===== src/rtl/acq_pkg.sv =====
// acq_pkg
// Shared definitions for the NMR receive acquisition controller:
//   - default widths for the dead-time/record counters, packed I/Q words
//     and the decimation factor
//   - depth of the small output FIFO
//   - state encoding of the acquisition sequencer (also exported on state_o)
package acq_pkg;

   localparam int CNT_W_DEF   = 16;
   localparam int DATA_W_DEF  = 64;
   localparam int DECIM_W_DEF = 8;
   localparam int FIFO_DEPTH  = 2;

   typedef enum logic [2:0] {
      ST_IDLE  = 3'd0,
      ST_ARMED = 3'd1,
      ST_DEAD  = 3'd2,
      ST_ACQ   = 3'd3,
      ST_FLUSH = 3'd4,
      ST_DONE  = 3'd5
   } acq_state_t;

endpackage


===== src/rtl/acq_fifo2.sv =====
// acq_fifo2
// Two-entry registered FIFO that decouples the filtered-word capture from the
// readout stream. The oldest entry always sits in a dedicated head register, so
// the stream data comes straight from a flop and stays put while the consumer
// stalls.
// Ports:
//   clk        system clock
//   rst_n      synchronous active-low reset (clears contents and count)
//   flush      drop all entries (takes priority over push/pop)
//   push       write push_data when not full
//   push_data  entry to store
//   pop        remove head entry when not empty
//   head       oldest entry
//   full       both entries occupied
//   empty      no entries
module acq_fifo2
   import acq_pkg::*;
#(
   parameter int WIDTH = 2 * DATA_W_DEF + 1
) (
   input  logic             clk,
   input  logic             rst_n,
   input  logic             flush,
   input  logic             push,
   input  logic [WIDTH-1:0] push_data,
   input  logic             pop,
   output logic [WIDTH-1:0] head,
   output logic             full,
   output logic             empty
);

   localparam logic [1:0] FULL_COUNT = 2'(FIFO_DEPTH);

   logic [WIDTH-1:0] tail;
   logic [1:0]       count;
   logic             do_push;
   logic             do_pop;

   assign full    = (count == FULL_COUNT);
   assign empty   = (count == 2'd0);
   assign do_push = push && !full;
   assign do_pop  = pop && !empty;

   // Head/tail shift structure: a pop moves tail into head, a push lands in
   // whichever slot is the first free one after any simultaneous pop.
   always_ff @(posedge clk) begin
      if (!rst_n) begin
         head  <= '0;
         tail  <= '0;
         count <= 2'd0;
      end else if (flush) begin
         count <= 2'd0;
      end else begin
         case ({do_push, do_pop})
            2'b10: begin
               if (count == 2'd0) head <= push_data;
               else               tail <= push_data;
               count <= count + 2'd1;
            end
            2'b01: begin
               head  <= tail;
               count <= count - 2'd1;
            end
            2'b11: begin
               if (count == 2'd1) begin
                  head <= push_data;
               end else begin
                  head <= tail;
                  tail <= push_data;
               end
            end
            default: ;
         endcase
      end
   end

endmodule


===== src/rtl/acq_controller.sv =====
// acq_controller
// Sequences one NMR receive acquisition: armed by the host, started by the
// end-of-pulse trigger, waits out the ring-down dead time, enables the
// mixer/FIR datapath, keeps one of every decim filtered I/Q words and streams
// a fixed-length record out over valid/ready.
// Ports:
//   clk, rst_n                 clock, synchronous active-low reset
//   arm_i, abort_i, trig_i     host arm, abort, pulse-programmer trigger
//   dead_time_i, acq_len_i,
//   decim_i                    record configuration, latched on accepted arm
//   dds_val_o                  datapath enable
//   filter_valid_i, data_i_i,
//   data_q_i                   filtered datapath words
//   m_valid_o, m_ready_i,
//   m_data_o ({Q,I}), m_last_o output record stream
//   busy_o, done_o, overflow_o,
//   state_o                    status and debug
module acq_controller
   import acq_pkg::*;
#(
   parameter int CNT_W   = CNT_W_DEF,
   parameter int DATA_W  = DATA_W_DEF,
   parameter int DECIM_W = DECIM_W_DEF
) (
   input  logic                clk,
   input  logic                rst_n,
   input  logic                arm_i,
   input  logic                abort_i,
   input  logic                trig_i,
   input  logic [CNT_W-1:0]    dead_time_i,
   input  logic [CNT_W-1:0]    acq_len_i,
   input  logic [DECIM_W-1:0]  decim_i,
   output logic                dds_val_o,
   input  logic                filter_valid_i,
   input  logic [DATA_W-1:0]   data_i_i,
   input  logic [DATA_W-1:0]   data_q_i,
   output logic                m_valid_o,
   input  logic                m_ready_i,
   output logic [2*DATA_W-1:0] m_data_o,
   output logic                m_last_o,
   output logic                busy_o,
   output logic                done_o,
   output logic                overflow_o,
   output logic [2:0]          state_o
);

   localparam logic [CNT_W-1:0]   CNT_ONE = CNT_W'(1);
   localparam logic [DECIM_W-1:0] DEC_ONE = DECIM_W'(1);

   acq_state_t         state;
   acq_state_t         state_next;
   logic [CNT_W-1:0]   cfg_dead;
   logic [CNT_W-1:0]   cfg_len;
   logic [DECIM_W-1:0] cfg_decim;
   logic [CNT_W-1:0]   dead_cnt;
   logic [CNT_W-1:0]   kept_cnt;
   logic [DECIM_W-1:0] phase;

   logic accept_arm;
   logic abort_hit;
   logic keep;
   logic last_keep;
   logic fifo_full;
   logic fifo_empty;
   logic fifo_pop;

   // Abort only matters once a record is in progress; in IDLE it is a no-op.
   assign accept_arm = arm_i && (acq_len_i != '0);
   assign abort_hit  = abort_i && (state != ST_IDLE);
   assign keep       = (state == ST_ACQ) && filter_valid_i && (phase == '0) && !abort_hit;
   assign last_keep  = keep && (kept_cnt == cfg_len - CNT_ONE);
   assign fifo_pop   = m_valid_o && m_ready_i;

   // State register plus the registered status outputs, all derived from the
   // upcoming state so they line up with state_o.
   always_ff @(posedge clk) begin
      if (!rst_n) begin
         state     <= ST_IDLE;
         dds_val_o <= 1'b0;
         busy_o    <= 1'b0;
         done_o    <= 1'b0;
      end else begin
         state     <= state_next;
         dds_val_o <= (state_next == ST_ACQ);
         busy_o    <= (state_next != ST_IDLE);
         done_o    <= (state_next == ST_DONE);
      end
   end

   // Next-state logic. A trigger in the arm cycle is ignored because the
   // controller is still in IDLE then; a zero dead time skips DEAD entirely.
   always_comb begin
      state_next = state;
      case (state)
         ST_IDLE:  if (accept_arm) state_next = ST_ARMED;
         ST_ARMED: if (trig_i) state_next = (cfg_dead == '0) ? ST_ACQ : ST_DEAD;
         ST_DEAD:  if (dead_cnt == cfg_dead - CNT_ONE) state_next = ST_ACQ;
         ST_ACQ:   if (last_keep) state_next = ST_FLUSH;
         ST_FLUSH: if (fifo_empty) state_next = ST_DONE;
         ST_DONE:  state_next = ST_IDLE;
         default:  state_next = ST_IDLE;
      endcase
      if (abort_hit) state_next = ST_IDLE;
   end

   // Configuration, counters and the sticky overflow flag. Counters are
   // re-zeroed while ARMED so every record starts from a clean phase; a kept
   // word that finds the FIFO full still counts towards the record length.
   always_ff @(posedge clk) begin
      if (!rst_n) begin
         cfg_dead   <= '0;
         cfg_len    <= '0;
         cfg_decim  <= '0;
         dead_cnt   <= '0;
         kept_cnt   <= '0;
         phase      <= '0;
         overflow_o <= 1'b0;
      end else begin
         if (state == ST_IDLE && accept_arm) begin
            cfg_dead   <= dead_time_i;
            cfg_len    <= acq_len_i;
            cfg_decim  <= (decim_i == '0) ? DEC_ONE : decim_i;
            overflow_o <= 1'b0;
         end
         if (state == ST_ARMED) begin
            dead_cnt <= '0;
            kept_cnt <= '0;
            phase    <= '0;
         end
         if (state == ST_DEAD) dead_cnt <= dead_cnt + CNT_ONE;
         if (state == ST_ACQ && filter_valid_i)
            phase <= (phase == cfg_decim - DEC_ONE) ? '0 : phase + DEC_ONE;
         if (keep) kept_cnt <= kept_cnt + CNT_ONE;
         if (keep && fifo_full) overflow_o <= 1'b1;
      end
   end

   acq_fifo2 #(
      .WIDTH(2 * DATA_W + 1)
   ) u_fifo (
      .clk      (clk),
      .rst_n    (rst_n),
      .flush    (abort_hit),
      .push     (keep),
      .push_data({last_keep, data_q_i, data_i_i}),
      .pop      (fifo_pop),
      .head     ({m_last_o, m_data_o}),
      .full     (fifo_full),
      .empty    (fifo_empty)
   );

   assign m_valid_o = !fifo_empty;
   assign state_o   = state;

endmodule

===== config.mk =====
export PLATFORM = sky130hd
export DESIGN_NAME = acq_controller
export DESIGN_NICKNAME = d
export VERILOG_FILES = /design/src/rtl/acq_pkg.sv /design/src/rtl/acq_fifo2.sv /design/src/rtl/acq_controller.sv
export SDC_FILE = /design/constraint.sdc
export NUM_CORES = 1
export LEC_CHECK = 0
export ABC_AREA = 1
export CAP_MARGIN = 25
export CORE_ASPECT_RATIO = 0.7
export CORE_MARGIN = 2
export CORE_UTILIZATION = 33
export CTS_CLUSTER_SIZE = 40
export DETAILED_ROUTE_END_ITERATION = 16
export PLACE_DENSITY_LB_ADDON = 0.05
export SLEW_MARGIN = 5
export SYNTH_ARGS = -nofsm -noshare
export SYNTH_HDL_FRONTEND = slang
export SYNTH_HIERARCHICAL = 1
export SYNTH_SLANG_ARGS = --single-unit

===== constraint.sdc =====
create_clock -name clk -period 5.2 [get_ports clk]
set_input_delay 1.04 -clock clk [delete_from_list [all_inputs] [get_ports clk]]
set_output_delay 1.04 -clock clk [all_outputs]
set_load 0.005 [all_outputs]

==> results.yml <==
run_status:
  status: "finished, final reports clean"
floorplanning:
  core_area_um2: 55500
  die_x_um: 288
  pin_count: 312
  die_h_um: 203
  initial_utilization_pct: 33.6
  die-area_um2: 58400
  row_count: 72
setup_path:
  worstSetupPathType: "in -> reg"
  crit_path_end_kind: "flip-flop"
  arrival_ps: 4220
  startpoint_type: "primary input"
  cp.required_ps: 5650
  reg2reg_setup_slack_ps: 1500
  cp_max_fo: 54
clock_network:
  path_clk_slew_ps: 60
  cts_resized: 0
  htreeDepth: 2
  tritoncts.num_buffers: 40
  clock_latency_ps: 560
  cts-root-buf: "clkbuf_16"
  cts_setup_buffers: 0
  cts.path.max_buffers: 3
  cts.sinks: 347
  cts_tree: "yes"
  cts_hold_buf: 0
detailed_routing:
  viasPerCell: 4.62
  routed_wl_um: 60700
  drt_iter0_drc: 1155
  drc: 0
  dr.pass1.iters: 5
  wire_per_inst_um: 15.4
  postRouteAntennaNets: 0
  vias: 18200
finish:
  nets: 3360
  area_growth_syn_to_layout_pct: 26.4
  layout.cells.most_common_list: "737 x nand2_1, 507 x nor2_1, 488 x inv_1"
  final_common_cell: "nand2_1"
  utilization_pct: 42.4
  register_area_um2: 6950
  multi_input_area_um2: 9050
  n_fill_cell: 5882
  drive_gt1_share_pct: 4.13
worst_hold_path:
  hold_path.class: "reg -> reg"
power_and_ir_drop:
  p_leak_nw: 9.55
  p_seq_share_pct: 43.0
  combinationalPowerShare_pct: 12.1
  power.density_nw_per_um2: 273
  swShare_pct: 26.0
  p_sw_mw: 1.67
  intPower_mw: 4.75
  peakVddDrop_v: 0.000179
  clkPwrFrac_pct: 44.9
timing:
  grt_setup_unrepaired: "no"
  hold_viol_final: 0
  fmax_mhz: 265
  fin_crit_sh_pct: 72.5
  fin_crit_ps: 3770
  fin_skew_ps: 15.4
  worst_pin_slew_ps: 971
  fin_tns_setup_ps: 0
  setup_viol: 0
  maxSlewHeadroom_pct: 35.3
  drv_slew: 0
global_routing:
  grt_pass1_wl_um: 95600
  antenna_found_initial: 10
  grt_pass1_vias: 17200
  grt_remaining_overflow: 0
  track_usage_pct: 20.5
  grt_max_degree: 130
logic_synthesis:
  synth_compound_area_share_pct: 7.52
  syn_nets: 3141
  ys_warn_count: 6
  yosys.area_share.simple_pct: 37.9
  netlist_area_um2: 18600
  synthXorXnorAreaFrac_pct: 1.97
  synth_cells: 2951
  yosys.area.top_type: "dfxtp_1"
  synth_top_area_share_pct: 37.3
  ys_ff_latch: 347
  seq_area_frac_synth_pct: 37.3
  synth.distinct_cells: 43
  synth_mux_area_share_pct: 0
  synth_fa_ha_area_share_pct: 1.01
  synthTopCellsByArea: "dfxtp_1 37%, nand2_1 15%, nor2_1 10%"
  syn_avg_cell_area_um2: 6.31
  synth_top_family_by_area: "simple AND/OR/NAND/NOR gates"
flow_run:
  cap_violations: 0
placed_design:
  finalWeightedCongestion: 0.835
  dp_hpwl_um: 39700
  port_buffers: 311
==> layer usage <==
| metal | vias to the layer above | routed length, µm | GRT usage (%) |
|---|---|---|---|
| met1 | 8337 | 29400 | 28.7 |
| met2 | 408 | 26700 | 31.9 |
| li1 | 9390 | - | - |
| met3 | 73 | 3540 | 4.11 |
| met5 | - | 42 | 0 |
| met4 | 6 | 1030 | 5.53 |
==> path summary, 6_finish.rpt <==
| path | start | end | depth (start not counted) |
|---|---|---|---|
| worst max-delay path | m_ready_i | u_fifo/tail[53] | 12 |
| worst min-delay path | overflow_o | overflow_o | 2 |
| worst max register to register | u_fifo/count[0] | u_fifo/head[5] | 13 |
| worst min register to register | overflow_o | overflow_o | 2 |
==> kinds of logic after synthesis <==
| group | Yosys count |
|---|---|
| and+or+nand+nor | 1620 |
| buffers and inverters | 657 |
| DFF | 347 |
| AOI/OAI and AO/OA | 270 |
| xor gates and xnor gates | 42 |
| adders and majority gates | 15 |
==> critical path: stages <==
cell and delay [ps]:
clkdlybuf4s50_1 460, inv_1 40, nor2_1 350, nand2_4 400
inv_1 200, ha_1 260, nand2_1 170, nand2_4 580
buf_4 420, nand3b_1 140, nand2_1 90, nor2_1 50
==> cells in the mapped netlist, drive strengths merged <==
| library cell | instances |
|---|---|
| nand2 | 747 |
| nand4 | 8 |
| nor2 | 522 |
| ha | 15 |
| clkbuf | 45 |
| a21o | 1 |
| xnor2 | 19 |
| nor3b | 2 |
| or2 | 1 |
| buf | 114 |
| nor3 | 16 |
| and2 | 2 |
| inv | 495 |
| a31oi | 1 |
| nor4 | 7 |
| a21oi | 198 |
| dfxtp | 347 |
| a211oi | 3 |
| nand3b | 139 |
| xor2 | 23 |
| a221oi | 4 |
| o21ai | 57 |
| nand3 | 176 |
| a22oi | 4 |
| o21bai | 2 |
| clkinv | 3 |
==> metrics by stage <==
stage          total power [mW]  instances  hold slack [ps]  cell area (µm²)  worst slack (ps)
6_report                   6.42       3942              472            23500              1430
5_1_grt                    6.71       3939              498            23500              1150
4_1_cts                    6.51       3935              471            23500              1430
3_5_place_dp               3.60       3868              457            22200               825
3_3_place_gp               3.59       3866              456            22200               948
2_1_floorplan              3.26       2951              448            18600              2280
==> power by group through the flow <==
stage	Clock [mW]	Sequential [mW]	Combinational (mW)
2_1_floorplan	0	2.80	0.460
5_1_grt	3.07	2.77	0.872
3_5_place_dp	0	2.82	0.777
4_1_cts	2.97	2.76	0.782
3_3_place_gp	0	2.82	0.769
6_report	2.88	2.76	0.778
==> state kept, by name, indices dropped and copies added (netlist names) <==
name / cells
busy_o: 1
done_o: 1
state_o: 3
overflow_o: 1
dds_val_o: 1
kept_cnt: 16
cfg_decim: 8
phase: 8
dead_cnt: 16
u_fifo/count: 2
u_fifo/tail: 129
u_fifo/head: 129
cfg_len: 16
cfg_dead: 16
==> cell type report <==
| type | count | area share (%) |
|---|---|---|
| repair buffers | 336 | 14.5 |
| inverters | 498 | 8.00 |
| diodes | 7 | 0.0744 |
| multi-input cells | 1947 | 38.5 |
| clock buffers | 60 | 5.17 |
| well taps | 740 | 3.93 |
| flip-flops and latches | 347 | 29.5 |
| clock inverters | 7 | 0.372 |
Note: power is estimated with default switching activity, not from simulation.
